**src/rtl/lcd_sequencer.sv**
```systemverilog
// lcd_sequencer: HD44780 4-bit power-on init, byte writes over valid/ready, cursor tracking and line wrap
module lcd_sequencer #(
    parameter int PWRUP_CYC = 120000,
    parameter int SETUP_CYC = 1,
    parameter int E_CYC     = 4,
    parameter int CMD_CYC   = 400,
    parameter int CLR_CYC   = 40000,
    parameter int COLS      = 16
) (
    input  logic       refclk,
    input  logic       reset,
    input  logic       wr_valid,
    output logic       wr_ready,
    input  logic       wr_rs,
    input  logic [7:0] wr_data,
    output logic       init_done,
    output logic [3:0] lcd_dq,
    output logic       lcd_rs,
    output logic       lcd_e
);
    localparam int MAX_LR = (CLR_CYC > CMD_CYC) ? CLR_CYC : CMD_CYC;
    localparam int MAXC = (PWRUP_CYC > MAX_LR) ? PWRUP_CYC : MAX_LR;
    localparam int CW = $clog2(MAXC + SETUP_CYC + E_CYC + 1);
    localparam int CLW = $clog2(COLS + 1);
    localparam logic [CW-1:0] STB_END = CW'(SETUP_CYC + E_CYC);

    typedef enum logic [3:0] {
        PWRUP, INIT_NIB, INIT_WAIT, INIT_BYTE, IDLE, STROBE_HI, STROBE_LO, DELAY, WRAP
    } state_t;

    state_t state, state_n;
    logic [CW-1:0] cnt, cnt_n;
    logic [2:0] step, step_n;
    logic [7:0] data_q, data_n;
    logic [CLW-1:0] col, col_n;
    logic [3:0] dq_n;
    logic rs_q, rs_n, line, line_n, done_n, clr, byte_end, stb_end, e_n, rsp_n;

    assign wr_ready = state == IDLE;
    assign clr = !rs_q && data_q[7:2] == 6'd0 && data_q[1:0] != 2'd0;
    assign byte_end = cnt == (clr ? CW'(CLR_CYC - 1) : CW'(CMD_CYC - 1));
    assign stb_end = cnt == STB_END;

    always_ff @(posedge refclk or posedge reset)
        if (reset) begin
            state <= PWRUP;
            cnt <= '0;
            step <= '0;
            data_q <= '0;
            rs_q <= 1'b0;
            col <= '0;
            line <= 1'b0;
            init_done <= 1'b0;
            lcd_dq <= '0;
            lcd_rs <= 1'b0;
            lcd_e <= 1'b0;
        end else begin
            state <= state_n;
            cnt <= cnt_n;
            step <= step_n;
            data_q <= data_n;
            rs_q <= rs_n;
            col <= col_n;
            line <= line_n;
            init_done <= done_n;
            lcd_dq <= dq_n;
            lcd_rs <= rsp_n;
            lcd_e <= e_n;
        end

    always_comb begin
        state_n = state;
        cnt_n = cnt + CW'(1);
        step_n = step;
        data_n = data_q;
        rs_n = rs_q;
        col_n = col;
        line_n = line;
        done_n = init_done;
        case (state)
            PWRUP: if (cnt == CW'(PWRUP_CYC - 1)) begin
                state_n = INIT_NIB;
                cnt_n = '0;
            end
            INIT_NIB: if (stb_end) begin
                state_n = INIT_WAIT;
                cnt_n = '0;
            end
            INIT_WAIT: if (cnt == (step == 3'd3 ? CW'(CMD_CYC - 1) : CW'(CLR_CYC - 1))) begin
                state_n = step == 3'd3 ? STROBE_HI : INIT_NIB;
                cnt_n = '0;
                step_n = step + 3'd1;
                data_n = 8'h28;
                rs_n = 1'b0;
            end
            INIT_BYTE: if (byte_end) begin
                state_n = step == 3'd7 ? IDLE : STROBE_HI;
                cnt_n = '0;
                step_n = step + 3'd1;
                done_n = step == 3'd7;
                data_n = step == 3'd4 ? 8'h0C : step == 3'd5 ? 8'h01 : 8'h06;
            end
            IDLE: begin
                cnt_n = '0;
                if (wr_valid) begin
                    state_n = STROBE_HI;
                    data_n = wr_data;
                    rs_n = wr_rs;
                    if (wr_rs)
                        col_n = col + CLW'(1);
                    else if (wr_data inside {8'h01, 8'h02, 8'h03}) begin
                        col_n = '0;
                        line_n = 1'b0;
                    end else if (wr_data[7]) begin
                        line_n = wr_data[6];
                        col_n = (32'(wr_data[3:0]) >= COLS) ? CLW'(COLS - 1) : CLW'(wr_data[3:0]);
                    end
                end
            end
            STROBE_HI: if (stb_end) begin
                state_n = STROBE_LO;
                cnt_n = '0;
            end
            STROBE_LO: if (stb_end) begin
                state_n = init_done ? DELAY : INIT_BYTE;
                cnt_n = '0;
            end
            DELAY: if (byte_end) begin
                state_n = (rs_q && col == CLW'(COLS)) ? WRAP : IDLE;
                cnt_n = '0;
            end
            WRAP: begin
                state_n = STROBE_HI;
                cnt_n = '0;
                data_n = line ? 8'h80 : 8'hC0;
                rs_n = 1'b0;
                line_n = ~line;
                col_n = '0;
            end
            default: state_n = PWRUP;
        endcase
    end

    // pins are registered from next-state values so E never glitches
    always_comb begin
        e_n = state_n inside {INIT_NIB, STROBE_HI, STROBE_LO} && cnt_n >= CW'(SETUP_CYC) && cnt_n < STB_END;
        dq_n = state_n == INIT_NIB ? (step_n == 3'd3 ? 4'h2 : 4'h3) :
               state_n == STROBE_HI ? data_n[7:4] :
               state_n == STROBE_LO ? data_n[3:0] : lcd_dq;
        rsp_n = state_n inside {STROBE_HI, STROBE_LO} ? rs_n : state_n == INIT_NIB ? 1'b0 : lcd_rs;
    end
endmodule

```
**config.mk**
```make
export PLATFORM = sky130hd
export DESIGN_NAME = lcd_sequencer
export DESIGN_NICKNAME = d
export VERILOG_FILES = /design/src/rtl/lcd_sequencer.sv
export SDC_FILE = /design/constraint.sdc
export NUM_CORES = 1
export LEC_CHECK = 0
export CORE_ASPECT_RATIO = 0.7
export CORE_MARGIN = 5
export CORE_UTILIZATION = 50
export CTS_CLUSTER_DIAMETER = 60
export DETAILED_ROUTE_END_ITERATION = 6
export GPL_TIMING_DRIVEN = 0
export PLACE_DENSITY = 0.69
export REMOVE_ABC_BUFFERS = 1
export SYNTH_ARGS = -nofsm -noshare
export SYNTH_HDL_FRONTEND = slang
export SYNTH_SLANG_ARGS = --single-unit
```
**constraint.sdc**
```tcl
create_clock -name refclk -period 2.8 [get_ports refclk]
set_input_delay 0.28 -clock refclk [delete_from_list [all_inputs] [get_ports refclk]]
set_output_delay 0.28 -clock refclk [all_outputs]
set_load 0.05 [all_outputs]
```
* Yosys cells after proc, flatten, opt, wreduce, memory -nomap -nowiden
Index checks and enable logic that the tools add are counted.
** Storage, ports and cells
- Logic and storage cells :: 114
- Bits of input ports :: 12
- Bits in registers :: 46
- Output and inout port bits :: 8
** Cells by class
- Order comparisons :: 2
- Reductions and logical operators :: 20
- $add $sub $neg :: 3
- Bitwise operators :: 1
- Equal/unequal tests :: 28
- Mux-type cells :: 49
** Operators with widths (count)
- $pmux W17 S5 :: 1
- $mux W17 :: 4
- $mux W4 :: 13
- $pmux W4 S9 :: 1
- $eq A17 B16 Y1 :: 2
- $mux W16 :: 2
- $pmux W8 S4 :: 1
- $eq A4 B3 Y1 const B :: 6
- $mux W8 :: 3
- $mux W5 :: 4
- $add A17 B1 Y17 const B :: 1
- $eq A17 B17 Y1 const B :: 1
- $eq A17 B3 Y1 const B :: 1
- $ge A17 B1 Y1 const B :: 1
- $lt A17 B3 Y1 const B :: 1
- $eq A8 B2 Y1 const B :: 2
- $mux W3 :: 5
- $mux W1 :: 10
- $pmux W5 S2 :: 1
- $eq A3 B3 Y1 const B :: 3
- $eq A4 B1 Y1 const B :: 2
- $eq A4 B2 Y1 const B :: 2
- $eq A8 B1 Y1 const B :: 1
- $reduce_bool A2 Y1 :: 4
- other kinds (23) :: 31

* Logic depth before layout (Yosys ltp)
Gate-level depths: netlist of the first run.
- Depth after elaboration :: 11
- Mapped depth :: 11
- Depth with buffers taken out :: 10

* Worst setup path before layout of the first run
Ideal clock, no wire load.
- Path type :: flip-flop to flip-flop
- From :: reg step[0]
- To :: reg lcd_dq[0]
- Arrival time :: 2322 ps
- Library setup time :: 127 ps
- Setup slack :: 351 ps
- Data required time :: 2673 ps
- Stages on the path, launching flop included :: 11
- Period minus slack after synthesis :: 2449 ps
- Path buffers :: 1
- Path through :: dfrtp_1 -> ha_1 -> ha_1 -> or3b_4 -> nand3_2 -> o211ai_4 -> or2_4 -> buf_6 -> mux2_2 -> a32oi_1 -> o21ai_1
** On the way
- Cells in the longest elaborated chain, start to end :: 8
- Elaborated cells between the ends (all ways) :: 29
- Those cells by class :: add/sub: 1; eq/ne: 9; mux: 18; reduce/logical: 1
** Ends and longest elaborated chain
- start, declared :: line 33 : logic [2:0] step, step_n;
- start signal, assigned :: line 60 : step <= step_n;
- $eq A3 B2 Y1 * :: line 89 : INIT_WAIT: if (cnt == (step == 3'd3 ? CW'(CMD_CYC - 1) : CW'(CLR_CYC - 1))) begin
- $mux W16 * :: line 89
- $eq A17 B16 Y1 * :: line 89
- $mux W4 * :: line 89
- $pmux W4 S9 * :: line 80 : case (state)
- named net state_n[1] :: line 31 : state_t state, state_n;
- $eq A4 B3 Y1 :: line 148 : state_n == STROBE_HI ? data_n[7:4] :
- $mux W4 :: line 148
- $mux W4 :: line 147 : dq_n = state_n == INIT_NIB ? (step_n == 3'd3 ? 4'h2 : 4'h3) :
- end signal, assigned :: line 66 : lcd_dq <= dq_n;
- end, declared :: line 17 : output logic [3:0] lcd_dq,
The timed path passes the listed nets; every way through them passes the cells marked *. The select of a mux whose other input is x is not followed.
A chain may end at the register's enable or synchronous reset.

* Final worst setup path of the first run
- From :: reg data_q[6]
- To :: reg lcd_rs
** On the way
- Cells in the longest elaborated chain, start to end :: 10
- Elaborated cells between the ends (all ways) :: 14
- Those cells by class :: eq/ne: 4; mux: 5; reduce/logical: 5
** Ends and longest elaborated chain
- start, declared :: line 34 : logic [7:0] data_q, data_n;
- start signal, assigned :: line 61 : data_q <= data_n;
- $logic_not A6 Y1 * :: line 40 : assign clr = !rs_q && data_q[7:2] == 6'd0 && data_q[1:0] != 2'd0;
- $logic_and A1 B1 Y1 * (2 in a row) :: line 40
- $mux W16 * :: line 41 : assign byte_end = cnt == (clr ? CW'(CLR_CYC - 1) : CW'(CMD_CYC - 1));
- $eq A17 B16 Y1 * :: line 41
- $mux W4 (on tied branches) :: line 128, 96
- $pmux W4 S9 * :: line 80
- $eq A4 B3 Y1 :: line 150 : rsp_n = state_n inside {STROBE_HI, STROBE_LO} ? rs_n : state_n == INIT_NIB ? 1'b0 : lcd_rs;
- $reduce_bool A2 Y1 :: line 150
- $mux W1 or $reduce_bool A2 Y1 (tied branches)
- end signal, assigned :: line 67 : lcd_rs <= rsp_n;
- end, declared :: line 18 : output logic lcd_rs,
Every way passes the cells marked *; elsewhere a longest branch is shown, timed or not.

==> summary.log, run 1 <==
INFO  run_status     status=completed
INFO  power          share_seq_of_total_power=58.9%
INFO  logic_synthesis synth_warnings=0
INFO  logic_synthesis synthCells=348
INFO  floorplanning  placementRows=24
INFO  clock_tree     total_number_of_h_tree_levels=2
INFO  sta            hold_ws=0.159ns
INFO  cells_and_area multiInputGateArea=0.00193sqmm
INFO  drt            finalWirelength=7.39mm
INFO  clock_tree     cts.hold.buffers_added=0
INFO  power          power_per_cell_area=313mW/mm^2
INFO  cells_and_area n_fill_cell=541
INFO  drt            final_antenna_net_count=0
INFO  critical_path  nature_of_the_critical_path_startpoint=flip-flop
INFO  sta            timing_max_transition_violations_final=0
INFO  floorplanning  core=0.00619sqmm
INFO  critical_path  cell_with_the_largest_stage_delay_on_the_worst_path=sky130_fd_sc_hd__dfrtp_1
INFO  job            maxCapViolations=0
INFO  global_route   antenna_violations_before_repair=0
INFO  drt            drt_iter0_markers=242
INFO  placement      placed_cells=426
INFO  sta            finalSetupViolations=0
INFO  drt            via_per_inst=5.95
INFO  critical_path  worstPathRequired=2.99ns
INFO  floorplanning  boundaryPins=20
INFO  power          maximum_ir_drop_on_the_vdd_rail=0.000263V
INFO  critical_path  critPathMaxStageDelay=0.39ns
INFO  power          p_sw=270uW
INFO  sta            fmaxAchievable=0.367GHz
INFO  power          comb_power_share=4.0%
INFO  clock_tree     clk_latency=0.31ns
INFO  global_route   grt_util_overall=19.3%
INFO  cells_and_area finalNonFillerCells=442
INFO  logic_synthesis avgSynthCellArea=9.09squm
INFO  cells_and_area final_core_util=58.3%
INFO  clock_tree     cts_tree=done
INFO  floorplanning  fp.dieW=105um
INFO  logic_synthesis post_synth_instance_area=0.00316sqmm
INFO  critical_path  cp_data_arrival_time=2.91ns
INFO  power          clock_power_share=37.2%
INFO  sta            post-route-period-util=97.2%
INFO  critical_path  critPathKind=reg -> reg
INFO  clock_tree     cts-root-to-sink-buffers=2
INFO  sta            final.min_clock_period=2.72ns
INFO  critical_path  cp_cell_sequence=nor4_1 -> o211ai_1 -> mux2i_4 -> buf_4 -> a211o_1 -> or2_1 -> nor2b_4 -> a221oi_2 -> a31oi_1
INFO  cells_and_area seq_area=0.00115sqmm
INFO  sta            tightest_slew=0.829ns
INFO  logic_synthesis count_of_flip_flops_with_a_built_in_enable_after_synthesis=0
INFO  drt            drt_drc_violations_left=0
INFO  cells_and_area area_growth=14.0%
INFO  global_route   wire_length_of_the_first_global_routing_pass=12.8mm
INFO  floorplanning  floorplan.die.height=76.5um
INFO  logic_synthesis yosys-top-cells-count=sky130_fd_sc_hd__dfrtp_1, sky130_fd_sc_hd__nor2_1, sky130_fd_sc_hd__nand2_1
INFO  sta            max_slew_margin=44.1%
INFO  logic_synthesis synthMostInstantiatedCell=sky130_fd_sc_hd__dfrtp_1
INFO  drt            detailroute.via_count=2628
INFO  global_route   vias_in_the_first_global_route=2472
INFO  placement      dp_hpwl=5.42mm
INFO  power          intPower=860uW
INFO  clock_tree     clk_pin_slew=0.09ns
INFO  logic_synthesis synth.yosys.seq_area_share=36.4%
INFO  global_route   globalRoute.totalOverflow=0
INFO  logic_synthesis netlist-cell-type-count=72
INFO  logic_synthesis ys_seq_elements=46
INFO  logic_synthesis yosys_most_used_dff=sky130_fd_sc_hd__dfrtp_1
INFO  clock_tree     cts.sink_count=46
INFO  critical_path  cp_max_fo=5
INFO  drt            drt-wirelength-per-cell=16.7um
INFO  power          p_sw_share=23.9%
INFO  sta            grt_setup_unrepaired=yes
INFO  cells_and_area layout.nets=384
INFO  floorplanning  die_outline_area=0.00804sqmm
INFO  critical_path  critPathCaptureType=flip-flop
INFO  drt            drt_pre_antenna_iters=4
INFO  power          leakage=1.53nW
INFO  global_route   grt_start_max_net_pins=42
INFO  cells_and_area drive_gt1_share=16.8%
INFO  clock_tree     root_buffer=sky130_fd_sc_hd__clkbuf_8
INFO  sta            finClkSkew=0.00729ns
INFO  logic_synthesis yosys-top-cells-area=sky130_fd_sc_hd__dfrtp_1, sky130_fd_sc_hd__nor2_1, sky130_fd_sc_hd__xnor2_1
INFO  clock_tree     cts-buffers-inserted=5
INFO  placement      buffer_ports.inserted=19
INFO  placement      routability_congestion_estimate=0.871
INFO  logic_synthesis postSynth.asyncResetShare=100%
INFO  logic_synthesis yosys.area.top_type_share=36.4%
INFO  logic_synthesis post-synth-top-area-cell=sky130_fd_sc_hd__dfrtp_1
INFO  sta            final_hold_fails=0
INFO  placement      pre_cts_slack=-0.471ns
INFO  sta            timing.final.ws_setup=0.0782ns
INFO  worst_hold_path hold_wc_path_type=in -> async
INFO  floorplanning  start_util=51.1%
INFO  placement      placement.cell_area=0.00336sqmm
INFO  cells_and_area insertedDiodeCount=0
INFO  cells_and_area layout.cell_area.non_filler=0.00361sqmm
==> routing by layer <==
layer | wire length, um | vias up | global-route usage, %
li1 | - | 1288 | -
met4 | 74 | 0 | 4.09
met5 | 0 | - | 0
met3 | 497 | 7 | 5.17
met2 | 3010 | 63 | 25.2
met1 | 3810 | 1270 | 30.9
==> sequential cells by signal (all words and copies together), names as in the netlist <==
name	cells
cnt	17
data_q	8
col	5
lcd_dq	4
state	4
step	3
init_done	1
lcd_e	1
lcd_rs	1
line	1
rs_q	1
==> final cells by class <==
type	count	share of cell area (%)
multi-input combinational	266	53.6
sequential	46	32.0
timing repair buffer	28	7.49
tap	78	2.71
clock buffer	5	1.91
inverter	16	1.67
clock inverter	3	0.590
==> through the flow <==
step	total power, mW	TNS (ns)
after global placement	0.720	-1.49
after global routing	1.17	-0.0391
after detailed placement	0.724	-2.82
after CTS	1.13	0
after floorplan	0.693	0
final	1.13	0
==> power groups by stage <==
stage                     Sequential (mW)  Combinational (mW)  Clock, mW
after floorplan                     0.678              0.0148          0
after global placement              0.678              0.0422          0
after detailed placement            0.678              0.0456          0
after CTS                           0.665              0.0460      0.424
after global routing                0.665              0.0514      0.455
final                               0.665              0.0447      0.420
==> logic make-up (layout without fill, tap and decap cells) <==
family	count (synthesis)	count (layout)	share of synthesized area [%]
AOI/OAI and AO/OA	65	65	16.3
xor gates and xnor gates	20	20	5.54
adders and majority gates	9	9	3.56
buffers and inverters	36	52	5.46
DFF	46	46	36.4
muxes	12	12	4.08
and+or+nand+nor	160	160	28.7
==> timing repair <==
item,in CTS,in global routing
resized for setup,3,20
buffers inserted,1,7
pin swaps,1,4
setup endpoints to repair,23,11
==> final timing paths <==
| kind | from | to | slack (ns) | cells after the start |
|---|---|---|---|---|
| worst max-delay path | data_q[6] | lcd_rs | 0.08 | 9 |
| worst min-delay path | reset | lcd_dq[1] | 0.16 | 2 |
| worst max register to register | data_q[6] | lcd_rs | 0.08 | 9 |
| worst min register to register | line | line | 0.51 | 1 |
| max in group asynchronous | reset | cnt[9] | 2.19 | 3 |
| min in group refclk | line | line | 0.51 | 1 |
==> placed cells by master (no fill, tap or decap), drive strengths merged, types with 11 or more instances in the layout <==
| cell | instances |
|---|---|
| a21oi | 14 |
| clkdlybuf4s50 | 19 |
| dfrtp | 46 |
| inv | 15 |
| nand2 | 26 |
| nand3 | 20 |
| nor2 | 46 |
| nor3 | 11 |
| xnor2 | 14 |
==> critical path: cells and delay by family (launching register included) <==
kind	cells	cell delay, ns
AOI/OAI and AO/OA	4	0.92
buffers and inverters	1	0.18
DFF	1	0.39
muxes	1	0.30
and+or+nand+nor	3	0.81
(Power assumes the default switching activity.)
==> run 2, diff against run 1 <==
--- a/config.mk
+++ b/config.mk
@@ -13,6 +13,8 @@
 export GPL_TIMING_DRIVEN = 0
 export PLACE_DENSITY = 0.69
 export REMOVE_ABC_BUFFERS = 1
+export SETUP_SLACK_MARGIN = 0.2
+export SLEW_MARGIN = 20
 export SYNTH_ARGS = -nofsm -noshare
 export SYNTH_HDL_FRONTEND = slang
 export SYNTH_SLANG_ARGS = --single-unit
==> run 2 against run 1 <==
Against the previous run: global-route usage about the same; design area up 6.3%; clock skew up 0.0058 ns; first-iteration DRC count up 10%; critical path depth unchanged; sequential cell count unchanged; clock-buffer cell count unchanged; sequential share of layout area down 1.6 points; cell count up 4.5%; hold slack better by 0.18 ns; combinational power up 6.3%; maximum frequency up 5.8%.
==> summary.log, run 2 (synthesized netlist as in run 1, its figures left out) <==
INFO  run_status     status=completed
INFO  power          leakage=1.66nW [+8.0%]
INFO  critical_path  critPathCaptureType=flip-flop
INFO  cells_and_area leading_cell_type_in_the_layout_fill_and_taps_excluded=sky130_fd_sc_hd__nor2_1
INFO  floorplanning  die_outline_area=0.00804sqmm [unchanged]
INFO  drt            drt_pre_antenna_iters=5 [+1]
INFO  clock_tree     cts-buffers-inserted=5 [unchanged]
INFO  floorplanning  placementRows=24 [unchanged]
INFO  placement      routability_congestion_estimate=0.871 [unchanged]
INFO  clock_tree     clk_pin_slew=0.10ns [about the same]
INFO  sta            grt_setup_unrepaired=yes
INFO  critical_path  cp_cell_sequence=ha_1 -> ha_2 -> or3b_4 -> a211oi_4 -> nor2_1 -> nor4b_4 -> mux2_4 -> a32oi_1 -> o21ai_1
INFO  drt            detailroute.via_count=2761 [+5.1%]
INFO  sta            hold_ws=0.335ns [+0.177 ns]
INFO  critical_path  critPathKind=reg -> reg
INFO  drt            drt_drc_violations_left=0 [unchanged]
INFO  critical_path  nature_of_the_critical_path_startpoint=flip-flop
INFO  placement      buffer_ports.inserted=19 [unchanged]
INFO  floorplanning  core=0.00619sqmm [unchanged]
INFO  critical_path  cell_with_the_largest_stage_delay_on_the_worst_path=sky130_fd_sc_hd__or3b_4
INFO  global_route   wire_length_of_the_first_global_routing_pass=12.9mm [+0.81%]
INFO  power          maximum_ir_drop_on_the_vdd_rail=0.000206V [-22%]
INFO  sta            final.min_clock_period=2.57ns [-0.150 ns]
INFO  critical_path  logic_depth_of_the_worst_register_to_register_path=9 [unchanged]
INFO  cells_and_area layout.nets=404 [+5.2%]
INFO  critical_path  cp_max_fo=4 [-1]
INFO  global_route   vias_in_the_first_global_route=2507 [+1.4%]
INFO  cells_and_area multiInputGateArea=0.00199sqmm [+2.7%]
INFO  sta            final_hold_fails=0 [unchanged]
INFO  floorplanning  start_util=51.1% [unchanged]
INFO  cells_and_area finalNonFillerCells=462 [+4.5%]
INFO  sta            fmaxAchievable=0.389GHz [+5.8%]
INFO  critical_path  timing.critical_path.from=step[1]
INFO  placement      dp_hpwl=5.43mm [+0.23%]
INFO  cells_and_area reg.largest.list=cnt (17), data_q (8), col (5)
INFO  clock_tree     cts_tree=done
INFO  sta            tightest_slew=0.578ns [-0.252 ns]
INFO  drt            via_per_inst=5.98 [+0.51%]
INFO  drt            finalWirelength=7.73mm [+4.6%]
INFO  floorplanning  floorplan.die.height=76.5um [unchanged]
INFO  cells_and_area layout.cells.most_common_list=sky130_fd_sc_hd__nor2_1, sky130_fd_sc_hd__dfrtp_1, sky130_fd_sc_hd__buf_4, sky130_fd_sc_hd__nand2_1, sky130_fd_sc_hd__clkdlybuf4s50_1
INFO  global_route   globalRoute.totalOverflow=0 [unchanged]
INFO  job            maxCapViolations=0 [unchanged]
INFO  global_route   grt_start_max_net_pins=27 [-36%]
INFO  clock_tree     cts.sink_count=46 [unchanged]
INFO  floorplanning  fp.dieW=105um [unchanged]
INFO  clock_tree     root_buffer=sky130_fd_sc_hd__clkbuf_8
INFO  cells_and_area register_with_the_most_flip_flops=cnt
INFO  worst_hold_path hold_wc_path_type=in -> async
INFO  sta            finClkSkew=0.0131ns [+0.00583 ns]
INFO  critical_path  worstReg2RegStart=step[1]
INFO  clock_tree     cts-root-to-sink-buffers=2 [unchanged]
INFO  cells_and_area flip_flop_count_of_the_largest_register_after_layout=17 [unchanged]
INFO  drt            final_antenna_net_count=0 [unchanged]
INFO  sta            timing_max_transition_violations_final=0 [unchanged]
INFO  sta            post-route-period-util=91.8% [-5.4 points]
INFO  power          power_per_cell_area=295mW/mm^2 [-5.9%]
INFO  global_route   grt_util_overall=19.3% [about the same]
INFO  placement      placed_cells=426 [unchanged]
INFO  critical_path  worstPathRequired=3.00ns [about the same]
INFO  drt            drt_iter0_markers=267 [+10%]
INFO  clock_tree     clk_latency=0.31ns [about the same]
INFO  sta            max_slew_margin=61.4% [+17 points]
INFO  cells_and_area area_growth=21.3%
INFO  cells_and_area n_fill_cell=520 [-3.9%]
INFO  drt            drt-wirelength-per-cell=16.7um [about the same]
INFO  critical_path  critPathMaxStageDelay=0.43ns [+0.04 ns]
INFO  sta            finalSetupViolations=0 [unchanged]
INFO  cells_and_area drive_gt1_share=25.8% [+9.0 points]
INFO  floorplanning  boundaryPins=20 [unchanged]
INFO  cells_and_area insertedDiodeCount=0 [unchanged]
INFO  global_route   antenna_violations_before_repair=0 [unchanged]
INFO  cells_and_area seq_area=0.00117sqmm [+1.1%]
INFO  critical_path  cp_data_arrival_time=2.77ns [-0.14 ns]
INFO  clock_tree     total_number_of_h_tree_levels=2 [unchanged]
-- run 2: cell types whose count changed in the layout (fill, tap and decap cells not counted), sizes merged --
| cell | delta |
|---|---|
| clkdlybuf4s50 | -1 |
| dlymetal6s2s | +1 |
| buf | +20 |
-- run 2: layer usage --
metal  up-vias  share of wire, %  GRT usage [%]
li1       1325                 -              -
met1      1315                49           30.7
met2       113                41           24.8
met3         8               9.0           5.67
met4         0              0.96           4.73
met5         -                 0              0
-- run 2: report_power, final --
part	internal [mW]	leakage, nW	total [mW]	switching [mW]
registers	0.664	0.589	0.665	0.000558
clock network	0.176	0.0441	0.419	0.243
logic	0.0206	1.02	0.0475	0.0269
-- run 2: repair_timing --
action                                  CTS  global route
pin swaps                                 5             9
hold buffers                              0             0
gates resized for setup                  15            29
setup buffers                             6            22
endpoints found under the setup margin    9            10
-- run 2: final timing paths --
| check | slack, ns | endpoint |
|---|---|---|
| setup / recovery | 0.23 | lcd_dq[0] |
| hold / removal | 0.34 | step[1] |
| setup reg to reg | 0.23 | lcd_dq[0] |
| hold reg to reg | 0.50 | line |
| max in group asynchronous | 1.95 | state[2] |
| min in group refclk | 0.50 | line |
-- run 2: final cells by class --
type	count	share of cell area [%]
clock buffer	5	1.79
inverter	16	1.57
sequential	46	30.4
timing repair buffer	48	11.3
tap	78	2.54
clock inverter	3	0.555
multi-input combinational	266	51.8
-- run 2: critical path: cells and delay by family (launching register included) --
kind	cells	cell delay, ns
DFF	1	0.42
adders and majority gates	2	0.43
muxes	1	0.36
AOI/OAI and AO/OA	3	0.56
and+or+nand+nor	3	0.69
-- run 2: metrics by stage --
| step | worst slack (ns) | setup TNS, ns | util, % | cell area [sq um] | total power [mW] |
|---|---|---|---|---|---|
| 4_1_cts | 0.190 | 0 | 57.7 | 3570 | 1.14 |
| 3_5_place_dp | -0.393 | -0.816 | 54.4 | 3370 | 0.725 |
| 5_1_grt | 0.0996 | 0 | 62.0 | 3830 | 1.18 |
| 2_1_floorplan | 0.0829 | 0 | - | 3050 | 0.693 |
| 6_report | 0.228 | 0 | 62.0 | 3830 | 1.13 |
| 3_3_place_gp | -0.391 | -1.49 | 53.9 | 3340 | 0.720 |
==> edit (config.mk and constraints of run 1) <==
Set the parameter `PWRUP_CYC` to 30000 (it was 120000).
--- a/src/rtl/lcd_sequencer.sv
+++ b/src/rtl/lcd_sequencer.sv
@@ -1,5 +1,5 @@
 // lcd_sequencer: HD44780 4-bit power-on init, byte writes over valid/ready, cursor tracking and line wrap
 module lcd_sequencer #(
-    parameter int PWRUP_CYC = 120000,
+    parameter int PWRUP_CYC = 30000,
     parameter int SETUP_CYC = 1,
     parameter int E_CYC     = 4,
Formal check against the unedited RTL: same outputs for any inputs over 10 cycles, from zero or initial values and one cycle with reset high; that may be too few to reach the edited logic, so the function may still have changed.
==> edit against run 1 <==
- the run now ends with negative setup slack left
- via count increased by 3.3%
- setup slack got worse by 100 ps
- global-route usage increased by 1.4 points
- first-iteration DRC count increased by 14%
- wire length increased by 5.6%
- sequential cell count decreased by 1
- area after synthesis decreased by 5.3%
- total power increased by 7.2%
- count of clock-buffer cells in the layout unchanged
- cell count increased by 0.45%
- highest routed layer unchanged
- cell area increased by 1.3%
- die area decreased by 4.7%
==> edit: results (changes against run 1) <==
metric;value;unit;change
Post-Route Setup TNS;-46.5;ps;was 0 ps
maximum buffer depth of the clock tree;2;;unchanged
worst hold path type;input pin to async pin;;unchanged
layout cell share with drive strength beyond 1;19.0;%;was 16.8%
worst vdd ir;0.209;mV;was 0.263 mV
failing checks;negative setup slack;;
CP max FO;14;;was 5
crit-path max cell delay;750;ps;was 390 ps
port bufs;19;;unchanged
ranking of synthesized cells by area;dfrtp_1 38%, nor2_1 5.4%, xnor2_1 3.8%, ha_1 3.8%, nand2_1 3.4%;;was dfrtp_1 36%, nor2_1 5.3%, xnor2_1 3.9%, ha_1 3.6%, nand2_1 3.1%
largest registers;cnt: 16 flops, data_q: 8 flops, col: 5 flops;;was cnt: 17 flops, data_q: 8 flops, col: 5 flops
FFs w/ async S/R, synth;100;%;unchanged
Max-Slew Margin vs Limit;38.2;%;was 44.1%
worst slack, placed;-699;ps;was -471 ps
switching power;269;uW;was 270 uW
Nets;389;;was 384
Via Count;2716;;was 2628
CTS H-Tree Depth;2;;unchanged
cell leakage power;1.52;nW;was 1.53 nW
setup ws final;-26.5;ps;was 78.2 ps
Synth Instances;343;;was 348
CP max stage cell;or4b_2;;was dfrtp_1
clock slew at reported path FFs;90;ps;about the same
sequential area share after synthesis;37.6;%;was 36.4%
Critical Path Source;state[3]$_DFF_PP0_;;was data_q[6]$_DFF_PP0_
Placement Cell Area;3210;sq um;was 3360 sq um
Worst Path Arrival;3030;ps;was 2910 ps
Top FF cell, synth;dfrtp_1;;unchanged
Total GRT Usage;20.7;%;was 19.3%
Clk Latency, worst-skew pair;300;ps;
R2R cell count;9;;unchanged
outcome;finished with violations;;was complete, no violations
gpl congestion;0.899;;was 0.871
detailed-router iteration count before antenna repair;5;;was 4
fillcell total;491;;was 541
TritonCTS Buffers;5;;unchanged
Crit path max-delay family;simple AND/OR/NAND/NOR gates;;was compound AO/OA/AOI/OAI gates
largest net degree at the start of global routing;30;;was 42
YS warnings;0;;unchanged
fin area;3650;sq um;was 3610 sq um
Initial DRC Count;276;;was 242
# setup viols final;2;;was 0
vias per cell;6.12;;was 5.95
commonest cells in the netlist;45 x dfrtp_1, 43 x nor2_1, 27 x nand2_1;;was 46 x dfrtp_1, 45 x nor2_1, 26 x nand2_1
Synth cell types;60;;was 72
DP HPWL;5.29;mm;was 5.42 mm
Clk Tree Root Cell;clkbuf_8;;unchanged
Avg WL per Cell;17.6;microns;was 16.7 microns
vias in the first global route;2458;;was 2472
initial antenna violation count;0;;unchanged
Setup Skew;7.71;ps;was 7.29 ps
first-pass GRT wire length;12.4;mm;was 12.8 mm
Placed Cells;418;;was 426
Antenna Cells;0;;unchanged
edit: timing repair:
action | CTS | global route
hold buffers | 0 | 0
endpoints found under the setup margin | 22 | 7
setup buffers | 10 | 8
pin swaps | 2 | 3
resized for setup | 19 | 22
edit: path summary, 6_finish.rpt:
path	to	slack (ps)
setup reg to reg	lcd_dq[0]$_DFFE_PP0P_	-30
setup / recovery	lcd_dq[0]$_DFFE_PP0P_	-30
max in group asynchronous	col[3]$_DFFE_PP0P_	2040
hold / removal	lcd_e$_DFF_PP0_	270
min in group refclk	cnt[0]$_DFF_PP0_	530
hold reg to reg	cnt[0]$_DFF_PP0_	530
edit: final cells by class:
class,count,area share [%]
Multi-Input combinational cell,262,52.0
Sequential cell,45,31.0
Timing Repair Buffer,38,9.56
Tap cell,75,2.57
Clock buffer,5,1.88
Inverter,16,1.64
Clock inverter,3,1.30
edit: cells by family (layout without fill, tap and decap cells):
kind of cell,Yosys count,after routing,share of synthesized area (%)
buffers and inverters,36,62,4.89
AO/OA/AOI/OAI,62,62,15.6
AND/OR/NAND/NOR,159,159,28.3
adder cells (fa/ha/maj),9,9,3.76
flip-flops,45,45,37.6
multiplexers,11,11,3.76
XOR/XNOR,21,21,6.14
edit: power groups by stage:
stage / Combinational, mW / Sequential (mW) / Clock [mW]
finish: 0.0450 / 0.649 / 0.517
CTS: 0.0459 / 0.649 / 0.531
global placement: 0.0421 / 0.662 / 0
detailed placement: 0.0459 / 0.662 / 0
global route: 0.0501 / 0.649 / 0.558
floorplan: 0.0149 / 0.662 / 0
edit: layer usage:
metal / up-vias / global-route usage (%) / wire, microns
li1: 1286 / - / -
met1: 1302 / 33.0 / 3790
met2: 114 / 28.3 / 3260
met3: 14 / 4.17 / 663
met4: 0 / 4.80 / 95
met5: - / 0 / 0
